`src/rtl/serial_alu_sequencer_pkg.sv`:
```
// Shared definitions for the bit-serial ALU sequencer: control codes, operation
// field encodings, FSM states and the packed view of the 4-bit control word.
package serial_alu_sequencer_pkg;

  localparam logic [3:0] ALU_AND = 4'b0000;
  localparam logic [3:0] ALU_OR  = 4'b0001;
  localparam logic [3:0] ALU_ADD = 4'b0010;
  localparam logic [3:0] ALU_SUB = 4'b0110;
  localparam logic [3:0] ALU_SLT = 4'b0111;
  localparam logic [3:0] ALU_NOR = 4'b1100;

  localparam logic [1:0] OP_AND = 2'b00;
  localparam logic [1:0] OP_OR  = 2'b01;
  localparam logic [1:0] OP_ADD = 2'b10;
  localparam logic [1:0] OP_SLT = 2'b11;

  typedef enum logic [1:0] {
    S_IDLE = 2'd0,
    S_RUN  = 2'd1,
    S_DONE = 2'd2
  } state_e;

  typedef struct packed {
    logic       a_invert;
    logic       b_invert;
    logic [1:0] operation;
  } alu_ctrl_t;

endpackage

```
`src/rtl/serial_alu_sequencer_alu_top.sv`:
```
// One-bit ALU slice: optional operand inversion, then AND / OR / full-add / pass-less.
// The set output is the raw sum bit, used by the MSB slice for set-less-than.
module serial_alu_sequencer_alu_top
  import serial_alu_sequencer_pkg::*;
(
  input  logic       i_src1,
  input  logic       i_src2,
  input  logic       i_less,
  input  logic       i_a_invert,
  input  logic       i_b_invert,
  input  logic       i_cin,
  input  logic [1:0] i_operation,
  output logic       o_result,
  output logic       o_cout,
  output logic       o_set
);

  logic w_a;
  logic w_b;
  logic w_sum;

  always_comb begin
    w_a    = i_src1 ^ i_a_invert;
    w_b    = i_src2 ^ i_b_invert;
    w_sum  = w_a ^ w_b ^ i_cin;
    o_cout = (w_a & w_b) | (w_a & i_cin) | (w_b & i_cin);
    o_set  = w_sum;
    unique case (i_operation)
      OP_AND:  o_result = w_a & w_b;
      OP_OR:   o_result = w_a | w_b;
      OP_ADD:  o_result = w_sum;
      OP_SLT:  o_result = i_less;
      default: o_result = 1'b0;
    endcase
  end

endmodule

```
`src/rtl/serial_alu_sequencer.sv`:
```
// Bit-serial ALU front end: runs a WIDTH-bit operation LSB first through a single
// 1-bit slice, one bit per cycle, with valid/ready handshakes on both sides.
module serial_alu_sequencer
  import serial_alu_sequencer_pkg::*;
#(
  parameter int unsigned WIDTH = 32,
  parameter int unsigned IDX_W = $clog2(WIDTH)
) (
  input  logic             clk,
  input  logic             rst,
  input  logic             in_valid,
  output logic             in_ready,
  input  logic [WIDTH-1:0] src1,
  input  logic [WIDTH-1:0] src2,
  input  logic [3:0]       ALU_control,
  output logic             out_valid,
  input  logic             out_ready,
  output logic [WIDTH-1:0] result,
  output logic             zero,
  output logic             cout,
  output logic             overflow
);

  localparam logic [IDX_W-1:0] LastIdx = IDX_W'(WIDTH - 1);

  state_e           r_state;
  logic [WIDTH-1:0] r_a;
  logic [WIDTH-1:0] r_b;
  alu_ctrl_t        r_ctrl;
  logic [IDX_W-1:0] r_idx;
  logic             r_carry;
  logic [WIDTH-1:0] r_res;
  logic             r_zero;
  logic             r_cout;
  logic             r_ovf;
  logic             r_out_valid;
  logic             r_in_ready;

  logic             w_slice_res;
  logic             w_slice_cout;
  logic             w_slice_set;
  logic             w_ovf;
  logic [WIDTH-1:0] w_res_final;

  serial_alu_sequencer_alu_top u_alu_top (
    .i_src1      (r_a[r_idx]),
    .i_src2      (r_b[r_idx]),
    .i_less      (1'b0),
    .i_a_invert  (r_ctrl.a_invert),
    .i_b_invert  (r_ctrl.b_invert),
    .i_cin       (r_carry),
    .i_operation (r_ctrl.operation),
    .o_result    (w_slice_res),
    .o_cout      (w_slice_cout),
    .o_set       (w_slice_set)
  );

  // Final-bit view: r_carry is still the carry into the MSB slice here.
  always_comb begin
    w_ovf       = r_carry ^ w_slice_cout;
    w_res_final = {w_slice_res, r_res[WIDTH-2:0]};
    if (r_ctrl.operation == OP_SLT) begin
      w_res_final    = '0;
      w_res_final[0] = w_slice_set ^ w_ovf;
    end
  end

  always_ff @(posedge clk) begin
    if (rst) begin
      r_state     <= S_IDLE;
      r_a         <= '0;
      r_b         <= '0;
      r_ctrl      <= '0;
      r_idx       <= '0;
      r_carry     <= 1'b0;
      r_res       <= '0;
      r_zero      <= 1'b0;
      r_cout      <= 1'b0;
      r_ovf       <= 1'b0;
      r_out_valid <= 1'b0;
      r_in_ready  <= 1'b1;
    end else begin
      unique case (r_state)
        S_IDLE: begin
          if (in_valid) begin
            r_a        <= src1;
            r_b        <= src2;
            r_ctrl     <= alu_ctrl_t'(ALU_control);
            r_idx      <= '0;
            r_carry    <= ALU_control[2];
            r_in_ready <= 1'b0;
            r_state    <= S_RUN;
          end
        end
        S_RUN: begin
          r_carry <= w_slice_cout;
          if (r_idx == LastIdx) begin
            r_res       <= w_res_final;
            r_zero      <= ~|w_res_final;
            r_cout      <= r_ctrl.operation[1] & w_slice_cout;
            r_ovf       <= r_ctrl.operation[1] & w_ovf;
            r_out_valid <= 1'b1;
            r_state     <= S_DONE;
          end else begin
            r_res[r_idx] <= w_slice_res;
            r_idx        <= r_idx + 1'b1;
          end
        end
        S_DONE: begin
          if (out_ready) begin
            r_out_valid <= 1'b0;
            r_in_ready  <= 1'b1;
            r_idx       <= '0;
            r_state     <= S_IDLE;
          end
        end
        default: begin
          r_state     <= S_IDLE;
          r_out_valid <= 1'b0;
          r_in_ready  <= 1'b1;
        end
      endcase
    end
  end

  assign in_ready  = r_in_ready & ~rst;
  assign out_valid = r_out_valid;
  assign result    = r_res;
  assign zero      = r_zero;
  assign cout      = r_cout;
  assign overflow  = r_ovf;

endmodule

```
`config.mk`:
```
export PLATFORM = sky130hd
export DESIGN_NAME = serial_alu_sequencer
export DESIGN_NICKNAME = d
export VERILOG_FILES = /design/src/rtl/serial_alu_sequencer_pkg.sv /design/src/rtl/serial_alu_sequencer_alu_top.sv /design/src/rtl/serial_alu_sequencer.sv
export SDC_FILE = /design/constraint.sdc
export NUM_CORES = 1
export LEC_CHECK = 0
export ABC_AREA = 1
export BUFFER_PORTS_ARGS = -buffer_cell sky130_fd_sc_hd__buf_2
export CAP_MARGIN = 20
export CORE_UTILIZATION = 54
export DETAILED_ROUTE_END_ITERATION = 6
export MAX_ROUTING_LAYER = met4
export PLACE_DENSITY_LB_ADDON = 0.05
export SYNTH_ARGS = -nofsm -noshare
export SYNTH_HDL_FRONTEND = slang
export SYNTH_SLANG_ARGS = --single-unit
```
`constraint.sdc`:
```
create_clock -name clk -period 3.2 [get_ports clk]
set_input_delay 0.16 -clock clk [delete_from_list [all_inputs] [get_ports clk]]
set_output_delay 0.16 -clock clk [all_outputs]
set_load 0.02 [all_outputs]
```
; ---- Word level (Yosys, flattened, before mapping)
; Cells that the tools add are included.
[word_totals]
regBits = 113
in_bits = 72
[classes]
addsub = 1
magnitude_cmp = 2
n_eq_ne = 10
mux = 26
bitwise = 18
n_reduce_logical = 14
[op_table]
columns = cell, count
row1 = $mux 32, 2
row2 = $bwmux 32, 1
row3 = $reduce_or 32->1, 1
row4 = $mux 5, 3
row5 = $pmux 5 s3, 1
row6 = $bmux 1 s5, 2
row7 = $reduce_and 3->1, 3
row8 = $mux 1, 8
row9 = $ne 2x2->1 const B, 4
row10 = $and 1x1->1, 6
row11 = $eq 2x2->1 const B, 3
row12 = $lt 5x6->1 const B, 1
row13 = $mux 2, 3
row14 = $pmux 1 s3, 2
row15 = $pmux 2 s3, 1
row16 = $reduce_and 2->1, 3
row17 = $xor 1x1->1, 6
row18 = $add 5x1->5 const B, 1
row19 = $demux 1 s5, 1
row20 = $eq 5x5->1 const B, 1
row21 = $ge 5x1->1 const B, 1
row22 = $eq 2x1->1 const B, 2
row23 = $logic_not 2->1, 2
row24 = $pmux 1 s4, 1
row25 = 8 further kinds, 12

; ---- Longest topological paths before layout
[logic_depth]
word_depth = 11
depth_mapped = 21
ltp_nobuf = 19

; ---- Modules after synthesis
; A second synthesis with hierarchy kept.
[unflattened]
hier_cells = 869
area_unflattened_um2 = 5786.8
[by_module_without_submodules]
columns = module, instances, cells_per_inst, area_each_um2, seq_area_each_um2
row1 = serial_alu_sequencer, 1, 848, 5661.7, 2262.2
row2 = serial_alu_sequencer_alu_top, 1, 21, 125.1, 0.0

; ---- Least setup slack after synthesis
; No wires, ideal clock.
[synth_timing]
path_type = reg2reg
from = register r_idx[1]
to = register r_res[16] (netlist: result[16])
setup_time_ps = 124
arrival_time_ps = 2390
setup_slack_ps = 686
stages_incl_launch_ff = 15
path_buffers = 4
synth_period_minus_slack_ps = 2514
path_cell_list = dfxtp_1 > ha_1 > inv_1 > clkbuf_1 > nor3_1 > ha_1 > clkbuf_1 > inv_1 > nor2_1 > inv_1 > clkbuf_1 > clkbuf_1 > nand2_1 > o21ai_0 > a31oi_2
[synth_between]
elab_chain_cells = 8
[synth_lines]
columns = element, line
row1 = from (decl), serial_alu_sequencer.sv:30  ; logic [IDX_W-1:0] r_idx;
row2 = from (signal assigned), serial_alu_sequencer.sv:106  ; r_idx <= r_idx + 1'b1;
row3 = "$bmux 1 s5, on equally long branches", "serial_alu_sequencer.sv:46, serial_alu_sequencer.sv:47"
row4 = "$mux 1, on equally long branches", "serial_alu_sequencer.sv:46, serial_alu_sequencer.sv:47"
row5 = "$xor 1x1->1, on equally long branches", "serial_alu_sequencer_alu_top.sv:23, serial_alu_sequencer_alu_top.sv:24"
row6 = $xor 1x1->1 (2 in a row), serial_alu_sequencer_alu_top.sv:25  ; w_sum = w_a ^ w_b ^ i_cin;
row7 = $pmux 1 s4, serial_alu_sequencer_alu_top.sv:28  ; unique case (i_operation)
row8 = $bwmux 32, serial_alu_sequencer.sv:105  ; r_res[r_idx] <= w_slice_res;
row9 = $mux 32 (*), serial_alu_sequencer.sv:97  ; if (r_idx == LastIdx) begin
row10 = to (signal assigned), serial_alu_sequencer.sv:98  ; r_res <= w_res_final;
row11 = "to (signal, indexed assignment)", serial_alu_sequencer.sv:105
row12 = to (decl), serial_alu_sequencer.sv:32  ; logic [WIDTH-1:0] r_res;
; Mark *: on every way between the ends. The rest lies on a longest branch, timed or not. The select of a mux whose other input is x is not followed.
; A chain may end at the register's enable or synchronous reset.

; ---- Worst setup path after layout
[layout_timing]
from = register r_idx[0]
to = register r_res[11] (netlist: result[11])
; Same word-level chain as after synthesis.

==> results.yml <==
timing:
  holdWs_ps: -2.06
  fin_skew_ps: 9.46
  period_needed_ps: 2910
  worstMarginPinSlew_ps: 726
  finalHoldViolCount: 1
  finalWorstSetupSlack_ps: 288
  period_share_pct: 91.0
  max_clock_freq_ghz: 0.343
  rsz0062_at_grt: "no"
  setup_viol: 0
  drv_slew: 0
  fin_tns_setup_ps: 0
  maxSlewHeadroom_pct: 51.4
pwr:
  pwr_density_cell_mw_per_mm2: 554
  vdd.ir_drop.worst_mv: 0.405
  p_leak_nw: 3.29
final_layout:
  multi_input_area_mm2: 0.00329
  area_delta_synth_final_pct: 19.9
  antennaDiodeCount: 0
  nFillCells: 970
  instances_no_fill: 1134
  seqCellArea_mm2: 0.00226
  drive_gt1_share_pct: 23.0
  layout.nets: 1060
routing:
  detail_route.first_pass.iterations: 7
  postRouteAntennaNets: 0
  drt-vias-per-instance: 5.47
  route.detailed.drc: 0
  first_iter_violations: 463
  drt_wl_total_um: 16400
  vias: 6206
  routedWlPerCell_um: 14.5
placement:
  dp_cells: 1101
  place_congestion: 0.908
  pre_cts_ws_ps: 349
  io_buffers: 108
  hpwl_um: 11200
cts:
  numClockSinks: 113
  h-tree-depth: 4
  post_cts_resized: 0
  clk_latency_ps: 430
  clockRootBuffer: "clkbuf_16"
  cts_buffer_depth: 2
  cts-buffers-inserted: 17
  cts_tree: "done"
  clk_pin_slew_ps: 50
  cts_setup_buffers: 0
synth:
  netlist_instances: 895
  async_flop_share_pct: 0
  synthAdderAreaFrac_pct: 1.21
  synth_simple_gate_area_share_pct: 29.1
  yosysUniqueCellTypes: 31
  synth_area_per_cell_um2: 6.95
  yosys_register_bits: 113
  yosysWarnings: 0
  netlist_area_mm2: 0.00622
  syn_nets: 973
  synth_compound_area_share_pct: 22.3
  synth_xor_area_share_pct: 0.141
  synth-edff-count: 0
  synth_top_family_by_area: "simple AND/OR/NAND/NOR gates"
  synth_mux_area_share_pct: 0
  synthFlopType: "dfxtp_1"
  synth-seq-area-share_pct: 36.4
floorplan:
  rows: 38
  die_h_um: 109
  core_area_mm2: 0.0110
  ios: 109
  fp.dieW_um: 109
  start_util_pct: 56.4
  dieArea_mm2: 0.0119
worst_setup_path:
  r2r-end: "result[11]$_SDFFE_PP0P_"
  critical_path_class: "register to register"
  critPathMostFrequentCell: "nand2_1"
  cp_num_buf_inv: 2
  end_kind: "register"
  r2r_setup_slack_ps: 290
  cp_num_cells: 18
  regToRegStartpoint: "r_idx[0]$_SDFFE_PP0P_"
  crit_slowest_cell: "dfxtp_2"
  critPathMaxFanout: 21
  endpoint: "result[11]$_SDFFE_PP0P_"
  startpoint_type: "register"
  crit_required_ps: 3550
  rr_worst_depth: 18
  crit_arrival_ps: 3260
  startpoint: "r_idx[0]$_SDFFE_PP0P_"
  path_delay_family: "simple AND/OR/NAND/NOR gates"
  worstPathCellList: "buf_4 > nand2_1 > nand3_1 > nand2_1 > nand2_1 > nand2_1 > nor2_2 > nand2_1 > nand2_1 > nand2_1 > ha_1 > xnor2_1 > o22ai_1 > nand2_1 > o21ai_4 > buf_4 > nand3_2 > a31oi_2"
  cpPeakStageDelay_ps: 420
worst_hold_path:
  hold_path.class: "input pin to register"
outcome:
  outcome: "complete, but fails checks"
  violations: "negative hold slack"
job:
  maxCapViolCount: 0
global_route:
  antenna_found_initial: 0
  grt_max_degree: 56
  grt_pass1_vias: 5836
  grt_pass1_wl_um: 27300
  grt_usage_pct: 30.2
  grt-ovfl-total: 0
==> kinds of logic (layout without fill, tap and decap cells) <==
kind of cell | Yosys count | in the layout
adder cells (fa/ha/maj) | 6 | 6
flip-flops | 113 | 113
buffers and inverters | 153 | 252
XOR/XNOR | 1 | 1
AO/OA/AOI/OAI | 222 | 222
AND/OR/NAND/NOR | 400 | 400
==> tightest hold or removal path: stages <==
cell,delay [ps]
buf_2,70
o21ai_0,80
nor2_1,80
==> layout by cell type (no fill, tap or decap), types with 2 or more instances in the layout <==
cell type,count
o211ai_1,3
o21a_1,2
nand3_1,63
bufinv_16,4
dfxtp_1,112
buf_2,108
a211oi_1,3
buf_12,4
nand3_2,30
nor2_1,86
buf_4,12
inv_1,90
clkinv_2,3
clkinvlp_4,3
nand2_1,199
clkbuf_8,3
clkbuf_16,17
nand4_1,2
inv_2,3
nand2_2,2
dlygate4sd3_1,2
ha_1,6
nor2_2,5
o41a_1,3
a31oi_2,30
o21ai_0,110
nor4_1,2
nor3_1,9
a21oi_1,68
==> report_power, final <==
part	total [W]	switching (W)	leakage (nW)	internal [W]
Combinational	0.000576	0.000374	2.07	0.000202
Sequential	0.00152	0.0000311	0.928	0.00149
Clock	0.00203	0.000681	0.301	0.00135
==> repair_timing <==
action / in CTS / in global routing
endpoints found under the hold margin: 2 / 0
endpoints found under the setup margin: 0 / 0
hold buffers: 2 / 0
==> worst min-delay path by stage <==
stage	start	to	cells after the start
2_1_floorplan	rst	r_idx[0]$_SDFFE_PP0P_	1
3_3_place_gp	src2[2]	r_b[2]$_SDFFE_PP0P_	3
3_5_place_dp	src2[2]	r_b[2]$_SDFFE_PP0P_	3
4_1_cts	src2[0]	r_b[0]$_SDFFE_PP0P_	3
5_1_grt	src2[28]	r_b[28]$_SDFFE_PP0P_	3
6_report	src2[28]	r_b[28]$_SDFFE_PP0P_	3
==> routing by layer <==
| layer | GRT usage, % | wire, um |
|---|---|---|
| met5 | - | 0 |
| met3 | 5.87 | 867 |
| met1 | 38.9 | 7650 |
| met2 | 46.9 | 7610 |
| met4 | 12.0 | 266 |
==> synthesized netlist by cell type, types with 3 or more instances <==
cell        n  share of area [%]
a31oi_2    30                6.0
nand3_1    63                5.1
o211ai_1    3               0.36
nor2_1     87                5.3
dfxtp_1   113                 36
inv_1      90                5.4
o21ai_0   110                8.9
nor3_1      9               0.72
a211oi_1    3               0.36
nor2_2      4               0.40
buf_6       9                1.6
o41a_1      3               0.54
buf_4       5               0.60
nand3_2    30                4.8
ha_1        6                1.2
nand2_1   200                 12
clkbuf_1   42                2.5
a21oi_1    68                5.5
==> stage by stage <==
stage | power [W] | cell area [um2] | utilization [%]
finish | 0.00413 | 7450 | 67.6
global route | 0.00428 | 7450 | 67.6
CTS | 0.00412 | 7450 | 67.6
detailed placement | 0.00211 | 6810 | 61.7
global placement | 0.00210 | 6810 | 61.7
floorplan | 0.00196 | 6220 | -
==> layout make-up <==
cell class,instances,share of cell area [%]
Multi-Input combinational cell,629,44.2
Sequential cell,113,30.4
Tap cell,140,2.35
Clock inverter,10,2.11
Clock buffer,21,6.31
Timing Repair Buffer,126,9.80
Inverter,95,4.88
==> sequential cells by signal, summed over array words and instances, names as in the netlist <==
name / flops
r_idx: 5
r_a: 32
r_state: 2
r_b: 32
out_valid: 1
r_in_ready: 1
result: 32
cout: 1
r_ctrl: 4
zero: 1
r_carry: 1
overflow: 1
Power figures use the tool's default switching activity.
